<file path="config.mk">
export PLATFORM = sky130hd
export DESIGN_NAME = spi_xfer_arbiter
export DESIGN_NICKNAME = d
export VERILOG_FILES = /design/src/rtl/spi_arb_pkg.sv /design/src/rtl/spi_xfer_arbiter_rr.sv /design/src/rtl/spi_xfer_arbiter.sv
export SDC_FILE = /design/constraint.sdc
export NUM_CORES = 1
export LEC_CHECK = 0
export CAP_MARGIN = 10
export CORE_MARGIN = 2
export CORE_UTILIZATION = 33
export CTS_CLUSTER_DIAMETER = 100
export DETAILED_ROUTE_END_ITERATION = 8
export HOLD_SLACK_MARGIN = 0.03
export PLACE_DENSITY = 0.92
export SLEW_MARGIN = 40
export SYNTH_ARGS = -nofsm -noshare
export SYNTH_HDL_FRONTEND = slang
export SYNTH_SLANG_ARGS = --single-unit
</file>
<file path="constraint.sdc">
create_clock -name clk -period 1.8 [get_ports clk]
set_input_delay 0.36 -clock clk [delete_from_list [all_inputs] [get_ports clk]]
set_output_delay 0.36 -clock clk [all_outputs]
set_load 0.01 [all_outputs]
</file>
<file path="src/rtl/spi_arb_pkg.sv">
`default_nettype none
// ============================================================================
// Module      : spi_arb_pkg
// Description : Shared types and SPI peripheral register map for the SPI
//               transfer arbiter.
// Revision    : 1.0 - initial release
// ============================================================================
package spi_arb_pkg;

   // Sequencer states; one peripheral access per access state.
   typedef enum logic [2:0] {
      ST_IDLE      = 3'd0,
      ST_CFG_PRE   = 3'd1,
      ST_CFG_MODE  = 3'd2,
      ST_CS_ON     = 3'd3,
      ST_WAIT_BYTE = 3'd4,
      ST_XFER_WR   = 3'd5,
      ST_XFER_RD   = 3'd6,
      ST_CS_OFF    = 3'd7
   } state_e;

   // SPI master peripheral register addresses.
   localparam logic [7:0] REG_PRESCALE = 8'h00;
   localparam logic [7:0] REG_CS       = 8'h04;
   localparam logic [7:0] REG_DATA     = 8'h08;
   localparam logic [7:0] REG_MODE     = 8'h0C;

endpackage
`default_nettype wire

</file>
<file path="src/rtl/spi_xfer_arbiter_rr.sv">
`default_nettype none
// ============================================================================
// Module      : rr_arbiter
// Description : NREQ-wide round-robin arbiter. Priority starts one past the
//               last accepted grant; the pointer only moves on accept_i.
// Revision    : 1.0 - initial release
// ============================================================================
module rr_arbiter #(
   parameter int NREQ  = 2,
   parameter int IDX_W = (NREQ > 1) ? $clog2(NREQ) : 1
) (
   input  logic             clk,
   input  logic             resetn,
   input  logic [NREQ-1:0]  req_i,
   input  logic             accept_i,
   input  logic [IDX_W-1:0] accept_idx_i,
   output logic [NREQ-1:0]  grant_oh_o,
   output logic [IDX_W-1:0] grant_idx_o,
   output logic             any_o
);

   logic [IDX_W-1:0] last_q;

   // Remember the most recently completed grant; reset makes requester 0 first.
   always_ff @(posedge clk) begin
      if (!resetn) begin
         last_q <= IDX_W'(NREQ - 1);
      end else if (accept_i) begin
         last_q <= accept_idx_i;
      end
   end

   // Scan from farthest to nearest offset so the nearest requester wins.
   always_comb begin
      int               v_pos;
      logic [IDX_W-1:0] v_cand;
      v_pos       = 0;
      v_cand      = '0;
      grant_idx_o = '0;
      any_o       = |req_i;
      for (int k = NREQ; k >= 1; k--) begin
         v_pos  = (int'(last_q) + k) % NREQ;
         v_cand = IDX_W'(v_pos);
         if (req_i[v_cand]) begin
            grant_idx_o = v_cand;
         end
      end
      grant_oh_o = any_o ? (NREQ'(1) << grant_idx_o) : '0;
   end

endmodule
`default_nettype wire

</file>
<file path="src/rtl/spi_xfer_arbiter.sv">
`default_nettype none
// ============================================================================
// Module      : spi_xfer_arbiter
// Description : Round-robin arbiter and transaction sequencer sharing one SPI
//               master peripheral between NREQ byte-stream requesters.
//               Optional macro SPI_ARB_CFG_EN: reprogram prescale and mode
//               from the cfg_* ports at the start of every grant.
// Revision    : 1.0 - initial release
// ============================================================================
module spi_xfer_arbiter
   import spi_arb_pkg::*;
#(
   parameter int NREQ      = 2,
   parameter int CS_LENGTH = 8
) (
   input  logic              clk,
   input  logic              resetn,
   input  logic [NREQ-1:0]   req_valid,
   input  logic [8*NREQ-1:0] req_data,
   input  logic [NREQ-1:0]   req_last,
   output logic [NREQ-1:0]   req_ready,
   output logic [NREQ-1:0]   rsp_valid,
   output logic [7:0]        rsp_data,
   input  logic [8*NREQ-1:0] cfg_prescale,
   input  logic [2*NREQ-1:0] cfg_mode,
   output logic              busy,
   output logic              spi_wr,
   output logic              spi_rd,
   output logic [7:0]        spi_addr,
   output logic [31:0]       spi_wdat,
   input  logic [31:0]       spi_rdat,
   input  logic              spi_done
);

   localparam int          IDX_W    = (NREQ > 1) ? $clog2(NREQ) : 1;
   localparam logic [31:0] c_cs_all = 32'({CS_LENGTH{1'b1}});

   // Chip-select word with only the granted requester's line driven low.
   function automatic logic [31:0] cs_word(input logic [IDX_W-1:0] idx);
      logic [CS_LENGTH-1:0] v;
      v      = {CS_LENGTH{1'b1}};
      v[idx] = 1'b0;
      return 32'(v);
   endfunction

   state_e           state_q, state_d;
   logic [IDX_W-1:0] grant_q, grant_d;
   logic             last_q, last_d;
   logic             spi_wr_q, spi_wr_d;
   logic             spi_rd_q, spi_rd_d;
   logic [7:0]       spi_addr_q, spi_addr_d;
   logic [31:0]      spi_wdat_q, spi_wdat_d;
   logic [7:0]       rsp_data_q, rsp_data_d;
   logic [NREQ-1:0]  req_ready_q, req_ready_d;
   logic [NREQ-1:0]  rsp_valid_q, rsp_valid_d;

   logic             w_accept;
   logic [NREQ-1:0]  w_arb_oh;
   logic [IDX_W-1:0] w_arb_idx;
   logic             w_arb_any;
   logic [7:0]       w_req_byte [NREQ];
   logic             w_unused;

   for (genvar i = 0; i < NREQ; i++) begin : g_req_split
      assign w_req_byte[i] = req_data[8*i +: 8];
   end

`ifdef SPI_ARB_CFG_EN
   logic [7:0] w_cfg_pre  [NREQ];
   logic [1:0] w_cfg_mode [NREQ];

   for (genvar i = 0; i < NREQ; i++) begin : g_cfg_split
      assign w_cfg_pre[i]  = cfg_prescale[8*i +: 8];
      assign w_cfg_mode[i] = cfg_mode[2*i +: 2];
   end

   assign w_unused = ^{spi_rdat[31:8], w_arb_oh};
`else
   assign w_unused = ^{spi_rdat[31:8], w_arb_oh, cfg_prescale, cfg_mode};
`endif

   rr_arbiter #(
      .NREQ  (NREQ),
      .IDX_W (IDX_W)
   ) u_rr (
      .clk          (clk),
      .resetn       (resetn),
      .req_i        (req_valid),
      .accept_i     (w_accept),
      .accept_idx_i (grant_q),
      .grant_oh_o   (w_arb_oh),
      .grant_idx_o  (w_arb_idx),
      .any_o        (w_arb_any)
   );

   // State and registered bus/response outputs.
   always_ff @(posedge clk) begin
      if (!resetn) begin
         state_q     <= ST_IDLE;
         grant_q     <= '0;
         last_q      <= 1'b0;
         spi_wr_q    <= 1'b0;
         spi_rd_q    <= 1'b0;
         spi_addr_q  <= '0;
         spi_wdat_q  <= '0;
         rsp_data_q  <= '0;
         req_ready_q <= '0;
         rsp_valid_q <= '0;
      end else begin
         state_q     <= state_d;
         grant_q     <= grant_d;
         last_q      <= last_d;
         spi_wr_q    <= spi_wr_d;
         spi_rd_q    <= spi_rd_d;
         spi_addr_q  <= spi_addr_d;
         spi_wdat_q  <= spi_wdat_d;
         rsp_data_q  <= rsp_data_d;
         req_ready_q <= req_ready_d;
         rsp_valid_q <= rsp_valid_d;
      end
   end

   // Next state and bus access: a strobe is raised when its state is entered
   // (or one cycle after the previous done), held until done, then dropped.
   always_comb begin
      state_d     = state_q;
      grant_d     = grant_q;
      last_d      = last_q;
      spi_wr_d    = spi_wr_q;
      spi_rd_d    = spi_rd_q;
      spi_addr_d  = spi_addr_q;
      spi_wdat_d  = spi_wdat_q;
      rsp_data_d  = rsp_data_q;
      req_ready_d = '0;
      rsp_valid_d = '0;
      w_accept    = 1'b0;

      case (state_q)
         ST_IDLE: begin
            if (w_arb_any) begin
               grant_d  = w_arb_idx;
               spi_wr_d = 1'b1;
`ifdef SPI_ARB_CFG_EN
               state_d    = ST_CFG_PRE;
               spi_addr_d = REG_PRESCALE;
               spi_wdat_d = {24'h0, w_cfg_pre[w_arb_idx]};
`else
               state_d    = ST_CS_ON;
               spi_addr_d = REG_CS;
               spi_wdat_d = cs_word(w_arb_idx);
`endif
            end
         end
`ifdef SPI_ARB_CFG_EN
         ST_CFG_PRE: begin
            if (spi_wr_q && spi_done) begin
               spi_wr_d = 1'b0;
               state_d  = ST_CFG_MODE;
            end
         end
         ST_CFG_MODE: begin
            if (!spi_wr_q) begin
               spi_wr_d   = 1'b1;
               spi_addr_d = REG_MODE;
               spi_wdat_d = {30'h0, w_cfg_mode[grant_q]};
            end else if (spi_done) begin
               spi_wr_d = 1'b0;
               state_d  = ST_CS_ON;
            end
         end
`endif
         ST_CS_ON: begin
            if (!spi_wr_q) begin
               spi_wr_d   = 1'b1;
               spi_addr_d = REG_CS;
               spi_wdat_d = cs_word(grant_q);
            end else if (spi_done) begin
               spi_wr_d = 1'b0;
               state_d  = ST_WAIT_BYTE;
            end
         end
         ST_WAIT_BYTE: begin
            // CS stays asserted here for as long as the owner withholds data.
            if (req_valid[grant_q]) begin
               req_ready_d[grant_q] = 1'b1;
               last_d               = req_last[grant_q];
               spi_wr_d             = 1'b1;
               spi_addr_d           = REG_DATA;
               spi_wdat_d           = {24'h0, w_req_byte[grant_q]};
               state_d              = ST_XFER_WR;
            end
         end
         ST_XFER_WR: begin
            if (!spi_wr_q) begin
               spi_wr_d   = 1'b1;
               spi_addr_d = REG_DATA;
            end else if (spi_done) begin
               spi_wr_d = 1'b0;
               state_d  = ST_XFER_RD;
            end
         end
         ST_XFER_RD: begin
            if (!spi_rd_q) begin
               spi_rd_d   = 1'b1;
               spi_addr_d = REG_DATA;
            end else if (spi_done) begin
               spi_rd_d             = 1'b0;
               rsp_data_d           = spi_rdat[7:0];
               rsp_valid_d[grant_q] = 1'b1;
               state_d              = last_q ? ST_CS_OFF : ST_WAIT_BYTE;
            end
         end
         ST_CS_OFF: begin
            if (!spi_wr_q) begin
               spi_wr_d   = 1'b1;
               spi_addr_d = REG_CS;
               spi_wdat_d = c_cs_all;
            end else if (spi_done) begin
               spi_wr_d = 1'b0;
               w_accept = 1'b1;
               state_d  = ST_IDLE;
            end
         end
         default: begin
            state_d = ST_IDLE;
         end
      endcase
   end

   assign busy      = (state_q != ST_IDLE);
   assign spi_wr    = spi_wr_q;
   assign spi_rd    = spi_rd_q;
   assign spi_addr  = spi_addr_q;
   assign spi_wdat  = spi_wdat_q;
   assign rsp_data  = rsp_data_q;
   assign req_ready = req_ready_q;
   assign rsp_valid = rsp_valid_q;

endmodule
`default_nettype wire

</file>
[Word-level counts from Yosys, hierarchy flattened]
Cells that the tools add are included.
Operators by class
  $add $sub $neg: 2
  $lt $le $gt $ge: 8
  equal/unequal tests: 20
  mux-type cells: 51
  bitwise operators: 3
  reduce and logical (&&, ||, !) cells: 20
Operator list (count)
  32-bit 2-to-1 mux: 4
  32-bit case mux with 4 select lines: 1
  8-bit 2-to-1 mux: 8
  8-bit case mux with 5 select lines: 1
  3-bit 2-to-1 mux: 10
  2-bit != test (second input constant): 14
  1-bit 2-to-1 mux: 21
  3-bit case mux with 6 select lines: 1
  2-bit NOT with 8-bit output: 2
  3-bit equality test (second input constant): 4
  10-bit AND reduction: 1
  3-bit AND reduction: 3
  1-bit by 4-bit < comparator with 1-bit output (second input constant): 2
  1-bit by 2-bit < comparator with 1-bit output (second input constant): 3
  6-bit AND reduction: 1
  3-bit nonzero test: 2
  5-bit AND reduction: 1
  5-bit nonzero test: 1
  2-bit AND reduction: 2
  4-bit AND reduction: 1
  4-bit nonzero test: 1
  2-bit OR reduction: 2
  1-bit demux with 1-bit select: 3
  3-bit by 2-bit equality test with 1-bit output (second input constant): 1
  other kinds (10): 14
Storage, ports and cells
  register bits: 60
  input port bits: 75
  output and inout bits: 55
  logic and storage cells: 115

[Depth between registers and ports, before layout]
Gate-level depths: netlist of the first run.
  depth after elaboration: 12
  mapped depth: 6
  depth with buffers taken out: 4

[Modules after synthesis]
A second synthesis of the first run with hierarchy kept.
Unflattened totals
  cell total of the unflattened synthesis: 201
  area total of the unflattened synthesis: 1776.7 µm²
Modules (own cells, without submodules)
  spi_xfer_arbiter: times used 1, cells each 193, area each 1707.9 µm², seq. area each 580.6 µm²
  rr_arbiter: times used 1, cells each 8, area each 68.8 µm², seq. area each 20.0 µm²

[Worst setup path after synthesis of the first run]
OpenSTA, ideal clock, no wires.
  path kind: reg-to-reg
  from: reg state_q[0]
  to: reg spi_wdat_q[7], in the netlist spi_wdat[7]
  library setup time: 88 ps
  data arrival time: 1426 ps
  required time: 1712 ps
  setup slack: 286 ps
  stages on the path, launching flop included: 6
  buffers on the path: 1
  period minus slack after synthesis: 1514 ps
  cells stage by stage: dfxtp_1 or2_0 a221oi_4 buf_6 nor2_2 a311oi_2
Between the ends
  cells in the longest elaborated chain, start to end: 3
  elaborated cells between the ends (all ways): 11
  classes of those cells: eq/ne: 7; mux: 1; reduce/logical: 3
Ends and longest elaborated chain
  start: declaration: RTL line spi_xfer_arbiter.sv:46  | state_e state_q, state_d;
  start signal: assignment: RTL line spi_xfer_arbiter.sv:110  | state_q <= state_d;
  3-bit equality test, or another cell as far along: RTL line spi_xfer_arbiter.sv:138  | case (state_q)
  4-bit nonzero test (no line), or another cell as far along
  5-bit AND reduction (no line)
  end signal: assignment: RTL line spi_xfer_arbiter.sv:116  | spi_wdat_q <= spi_wdat_d;
  end: declaration: RTL line spi_xfer_arbiter.sv:52  | logic [31:0] spi_wdat_q, spi_wdat_d;
Several ways; a longest one is shown, not always the timed one.
A chain may end at the register's enable or synchronous reset.

[Worst setup path in the final report of the first run]
  from: reg spi_wr_q, in the netlist spi_wr
  to: out spi_wr
RTL lines
  start: declaration: RTL line spi_xfer_arbiter.sv:49  | logic spi_wr_q, spi_wr_d;
  start signal: assignment: RTL line spi_xfer_arbiter.sv:113  | spi_wr_q <= spi_wr_d;
  end: declaration: RTL line spi_xfer_arbiter.sv:27  | output logic spi_wr,
No word-level cell between the ends.

==> run metrics, run 1 <==
busiest grt layer met2; hold crit path type reg -> reg; GRT met3 Usage between 5 and 6%; Max-slew headroom 63.7%; hold depth 2; TritonCTS buffer count 5; Vias per Instance around 4.8; die width 74.0 um; status complete, no violations; Hold Startpoint spi_addr[2]$_SDFFE_PN0P_; layout cells sized above 1 a little over an eighth; FMAX 572 MHz; CTS tree done; Startpoint Class flip-flop; Arr. time, crit path 1.39 ns; DRC Markers 0; htree depth 2; clk sinks 30; Inserted Diodes 0; via count between 1000 and 1500; Slew @ Worst Pin 0.542 ns; pwr/cell area between 900 and 1000 mW/mm^2; Max stage delay cell, worst path clkdlybuf4s50_1; Antenna Nets Post-Route 0; Bufs and invs on worst path 1; Worst Setup End Kind output pin; core area between 0.004 and 0.005 mm^2; Tcrit/Tclk final 97.2%; mean post-synth cell area 9.29 um^2; Fillers 427; NumNets Final between 300 and 400; reg-to-reg startpoint state_q[0]$_SDFFE_PN0P_; Yosys Warn Count 0; required time worst endpoint roughly 1.4 ns; total gr overflow 0; cell chain of the critical path clkdlybuf4s50_1; sequential fraction of the synthesis area between 30% and 40%; final instance area 0.00234 mm^2; Buffers on Ports 55; Crit Reg-Reg Endpoint rsp_data[5]$_SDFFE_PN0P_; Final Hold Viols 0; Post-DP HPWL 3.05 mm; clock skew 0.00621 ns; gpl congestion 0.796; Reg2Reg Depth 5; Yosys reg bits 30; TritonRoute pass-1 iters 4; DP Area 0.00222 mm^2; # hold bufs at CTS 0; hold endpoint spi_addr[2]$_SDFFE_PN0P_; Slew Limit Fails 0; die area ~0.0055 mm^2; worst-case hold slack 0.448 ns; met2 Use GR 26.4%; r2r setup slk about 0.16 ns; area grow syn2layout 44.5%; slowest stage delay, CP 0.60 ns; Syn Inst Count 174; MaxCap Viol Count 0; P_leak 0.924 nW; # IOs 130; RSZ-0062 raised after global routing no; Post-Syn Area between 0.0015 and 0.002 mm^2; met1 global-route usage about 16%; worst skew pair latency 0.29 ns; min cycle time layout around 1.7 ns; crit-path max FO 8; largest delay contributor family on the critical path buffers and inverters; CTS clk-pin slew, worst paths around 0.06 ns; final setup vio count 0; Clock Tree Buf Depth 2; vias in the first global route 1352; Post-Route WL 4.08 mm; Iter 0 DRT Violations 55; first-pass GRT wire length ~6.2 mm; Die Y 74.0 um; largest net degree at the start of global routing 18; critical path type reg -> out; Setup Total Neg Slack 0 ns; total power 2.16 mW; CTS Root Cell clkbuf_8; FP Rows 25; routed len/inst 13.1 um; Max VDD drop 0.307 mV; Yosys cell types 42; initial antenna violation count 0; Initial Utilization ~34%; Tot GR Track Use 15.2%
## worst max path at each step
stage          depth (start not counted)  slack, ns               startpoint                  endpoint
2_1_floorplan                          5       0.29  state_q[0]$_SDFFE_PN0P_  spi_wdat[7]$_SDFFE_PN0P_
3_3_place_gp                           6      -0.20             req_valid[0]   state_q[1]$_SDFFE_PN0P_
3_5_place_dp                           5      -0.23             req_valid[0]  spi_addr[2]$_SDFFE_PN0P_
4_1_cts                                1       0.07      spi_wr$_SDFFE_PN0P_                    spi_wr
5_1_grt                                6      0.002             req_valid[0]  spi_wdat[5]$_SDFFE_PN0P_
6_report                               1       0.05      spi_wr$_SDFFE_PN0P_                    spi_wr
## power by group
group / total [mW] / leakage [nW] / internal (mW) / switching, mW
Combinational: 0.767 / 0.630 / 0.407 / 0.360
Clock: 0.559 / 0.0482 / 0.308 / 0.252
Sequential: 0.830 / 0.246 / 0.742 / 0.0877
## registers in the layout (all words and copies together) (netlist names), 2 cells and up
name and count:
rsp_data 8, spi_addr 2, state_q 3, spi_wdat 8, rsp_valid 2, req_ready 2
## cell families (layout without fill, tap and decap cells)
family / count (synthesis) / after routing / share of synthesized area [%]
buf+inv: 44 / 85 / 18.3
xor+xnor: 1 / 1 / 0.542
flops: 30 / 30 / 37.2
mux: 12 / 12 / 7.66
compound gates: 36 / 36 / 19.3
simple gates: 50 / 50 / 16.8
other cells: 1 / 30 / 0.232
## Yosys cell counts
library cell	instances	area (um^2)
a211oi_1	4	30.0
a21boi_0	3	22.5
a21oi_1	2	10.0
a221oi_1	1	8.76
a221oi_4	1	26.3
a22o_1	8	70.1
a22oi_1	2	15.0
a311oi_1	7	61.3
a311oi_2	1	15.0
and2_1	2	12.5
and3_1	2	12.5
and4_1	2	17.5
buf_2	2	10.0
buf_4	30	225
buf_6	2	22.5
clkbuf_1	5	18.8
clkinv_1	1	3.75
conb_1	1	3.75
dfxtp_1	30	601
inv_1	4	15.0
mux2i_1	11	110
mux2i_2	1	13.8
nand2_1	6	22.5
nand2b_1	1	6.26
nand3_1	6	30.0
nand3b_1	2	15.0
nand4_1	1	6.26
nor2_1	15	56.3
nor2_2	1	6.26
nor2b_1	4	25.0
nor3_1	3	15.0
nor3b_4	1	18.8
nor4_1	2	12.5
o2111ai_1	1	8.76
o211ai_1	1	7.51
o21ai_0	1	5.00
o221ai_1	1	8.76
o22a_1	1	8.76
o31ai_1	2	15.0
or2_0	1	6.26
or3b_1	1	8.76
xor2_1	1	8.76
## cell usage in the layout (no fill, tap or decap), types with 2 or more instances in the layout
cell type / count
clkdlybuf4s50_1: 53
conb_1: 30
dfxtp_1: 28
buf_4: 16
nor2_1: 15
mux2i_1: 11
a22o_1: 8
a311oi_1: 7
nand2_1: 6
nand3_1: 6
clkbuf_8: 6
inv_1: 4
nor2b_1: 4
a211oi_1: 4
a21boi_0: 3
nand3b_1: 2
and4_1: 2
and2_1: 2
a22oi_1: 2
a21oi_1: 2
o31ai_1: 2
nor3_1: 2
and3_1: 2
dfxtp_2: 2
## through the flow
step                setup slack (ns)  utilization, %  instances
floorplan                      0.286               -        203
global placement              -0.196            47.1        303
detailed placement            -0.228            47.1        303
CTS                           0.0655            49.3        311
global route                 0.00201            49.5        311
finish                        0.0511            49.5        311
## per-layer routing
| metal | vias up | routed length, um |
|---|---|---|
| li1 | 707 | - |
| met1 | 683 | 1500 |
| met2 | 77 | 2060 |
| met3 | 12 | 402 |
| met4 | 0 | 123 |
| met5 | - | 0 |
## final cells by class
type | instances | area [um^2] | area share [%]
Clock inverter | 1 | 5.00 | 0.214
Multi-Input combinational cell | 129 | 847 | 36.3
Inverter | 5 | 18.8 | 0.803
Sequential cell | 30 | 603 | 25.8
Clock buffer | 7 | 86.3 | 3.70
Timing Repair Buffer | 72 | 692 | 29.6
Tap cell | 67 | 83.8 | 3.59
## repair_timing
item,4_1_cts,5_1_grt
pin swaps,1,0
buffers inserted,0,0
setup endpoints to repair,1,8
gates resized for setup,5,2
Note: power is estimated with default switching activity, not from simulation.
==> run 2: changes to the inputs <==
- CORE_ASPECT_RATIO: default -> 0.9
- SETUP_SLACK_MARGIN: default -> 0.05
==> run metrics, run 2 (synthesized netlist as in run 1, its figures left out) <==
Clock Power Share approximately 25%; die area 0.00548 mm^2; first-pass GRT wire length 6.46 mm; Setup Total Neg Slack 0 ns; vias in the first global route 1390; Antenna Nets Post-Route 0; Non-Filler Instances 311; htree depth 2; via count 1468; min cycle time layout roughly 1.7 ns; DRC Markers 0; status complete, no violations; Slew Limit Fails 0; DP Area ~0.0022 mm^2; FMAX between 500 and 600 MHz; sw power about 700 uW; NumNets Final 320; CTS tree done; crit-path max FO 4; CTS Root Cell clkbuf_8; clock skew 0.00693 ns; Startpoint Class primary input; Tot GR Track Use 15.0%; Sw Ratio 32.0%; critical path type in -> reg; Arr. time, crit path 1.93 ns; required time worst endpoint around 2.0 ns; # IOs between 100 and 150; commonest non-fill, non-tap cell in the layout clkdlybuf4s50_1; Vias per Instance 4.72; placed insts 302; total power 2.17 mW; die width between 70 and 80 um; clk sinks 30; TritonRoute pass-1 iters 4; Tcrit/Tclk final between 90% and 100%; initial antenna violation count 0; final instance area 0.00236 mm^2; Die Y 70.4 um; part of the power in registers 38.6%; CTS clk-pin slew, worst paths 0.06 ns; Inserted Diodes 0; Worst Setup End Kind flip-flop; core area 0.00477 mm^2; routed len/inst roughly 13 um; power share of the combinational group 36.1%; pwr/cell area 923 mW/mm^2; P_int 1.48 mW; gpl congestion 0.832; Max VDD drop between 0.3 and 0.4 mV; MaxCap Viol Count 0; largest net degree at the start of global routing 19; commonest cells after routing, fill and taps aside 53 x clkdlybuf4s50_1, 30 x conb_1, 27 x dfxtp_1; Max-slew headroom 66.5%; Initial Utilization roughly a third; layout cells sized above 1 14.6%; final setup vio count 0; TritonCTS buffer count 5; RSZ-0062 raised after global routing yes; worst skew pair latency 0.28 ns; Post-DP HPWL 2.93 mm; Buffers on Ports between 50 and 60; Slew @ Worst Pin around 0.5 ns; Post-Route WL 4.00 mm; total gr overflow 0; hold crit path type reg -> reg; area grow syn2layout 45.7%; Final Hold Viols 0; P_leak 0.935 nW; Iter 0 DRT Violations 64; FP Rows 24; Clock Tree Buf Depth 2
## run 2: changes by cell type in the layout (fill, tap and decap cells not counted)
cell / delta
dfxtp_4: +1
dfxtp_1: -1
buf_4: +1
buf_6: +1
## run 2: worst paths after layout
| path | end | cells after the start | slack, ns | start |
|---|---|---|---|---|
| hold / removal | spi_addr[2]$_SDFFE_PN0P_ | 2 | 0.46 | spi_addr[2]$_SDFFE_PN0P_ |
| setup reg to reg | spi_wdat[7]$_SDFFE_PN0P_ | 6 | 0.17 | state_q[1]$_SDFFE_PN0P_ |
| setup / recovery | spi_wdat[7]$_SDFFE_PN0P_ | 7 | 0.07 | req_valid[0] |
| hold reg to reg | spi_addr[2]$_SDFFE_PN0P_ | 2 | 0.46 | spi_addr[2]$_SDFFE_PN0P_ |
## run 2: final cells by class
| class | count | area (um^2) |
|---|---|---|
| clock buffers | 7 | 86.3 |
| repair buffers | 74 | 711 |
| clock inverters | 1 | 5.00 |
| flip-flops and latches | 30 | 607 |
| fillers | 417 | 2420 |
| multi-input cells | 129 | 847 |
| inverters | 5 | 18.8 |
| well taps | 65 | 81.3 |
## run 2: what timing repair did
action	4_1_cts	5_1_grt
endpoints found under the setup margin	1	7
buffers inserted	0	1
gates cloned	0	0
hold buffers	0	0
pin swaps	0	1
gates resized for setup	6	4
## run 2: critical path: stages
cell,delay (ns)
clkdlybuf4s50_1,0.54
mux2i_2,0.15
a221oi_4,0.36
buf_4,0.17
buf_4,0.11
nor2_2,0.03
a311oi_2,0.21
## run 2: power by group through the flow
stage	Sequential (mW)	Combinational (mW)	Clock, mW
5_1_grt	0.849	0.850	0.602
4_1_cts	0.834	0.762	0.561
3_3_place_gp	0.825	0.734	0
3_5_place_dp	0.834	0.757	0
2_1_floorplan	0.836	0.434	0
6_report	0.839	0.785	0.551
## run 2: layer usage
metal | global-route usage [%] | wire length, um | vias to the layer above
met5 | 0 | 0 | -
met4 | 7.94 | 117 | 0
met3 | 5.43 | 312 | 13
met2 | 24.6 | 1860 | 66
met1 | 17.1 | 1710 | 676
li1 | - | - | 713
## run 2: metrics by stage
step                      setup WS, ns  hold WS, ns  util [%]
after floorplan                  0.286        0.440         -
after global placement          -0.194        0.443      46.7
after detailed placement        -0.246        0.461      46.7
after CTS                       0.0659        0.471      48.9
after global routing            0.0265        0.496      49.3
final                           0.0706        0.462      49.3
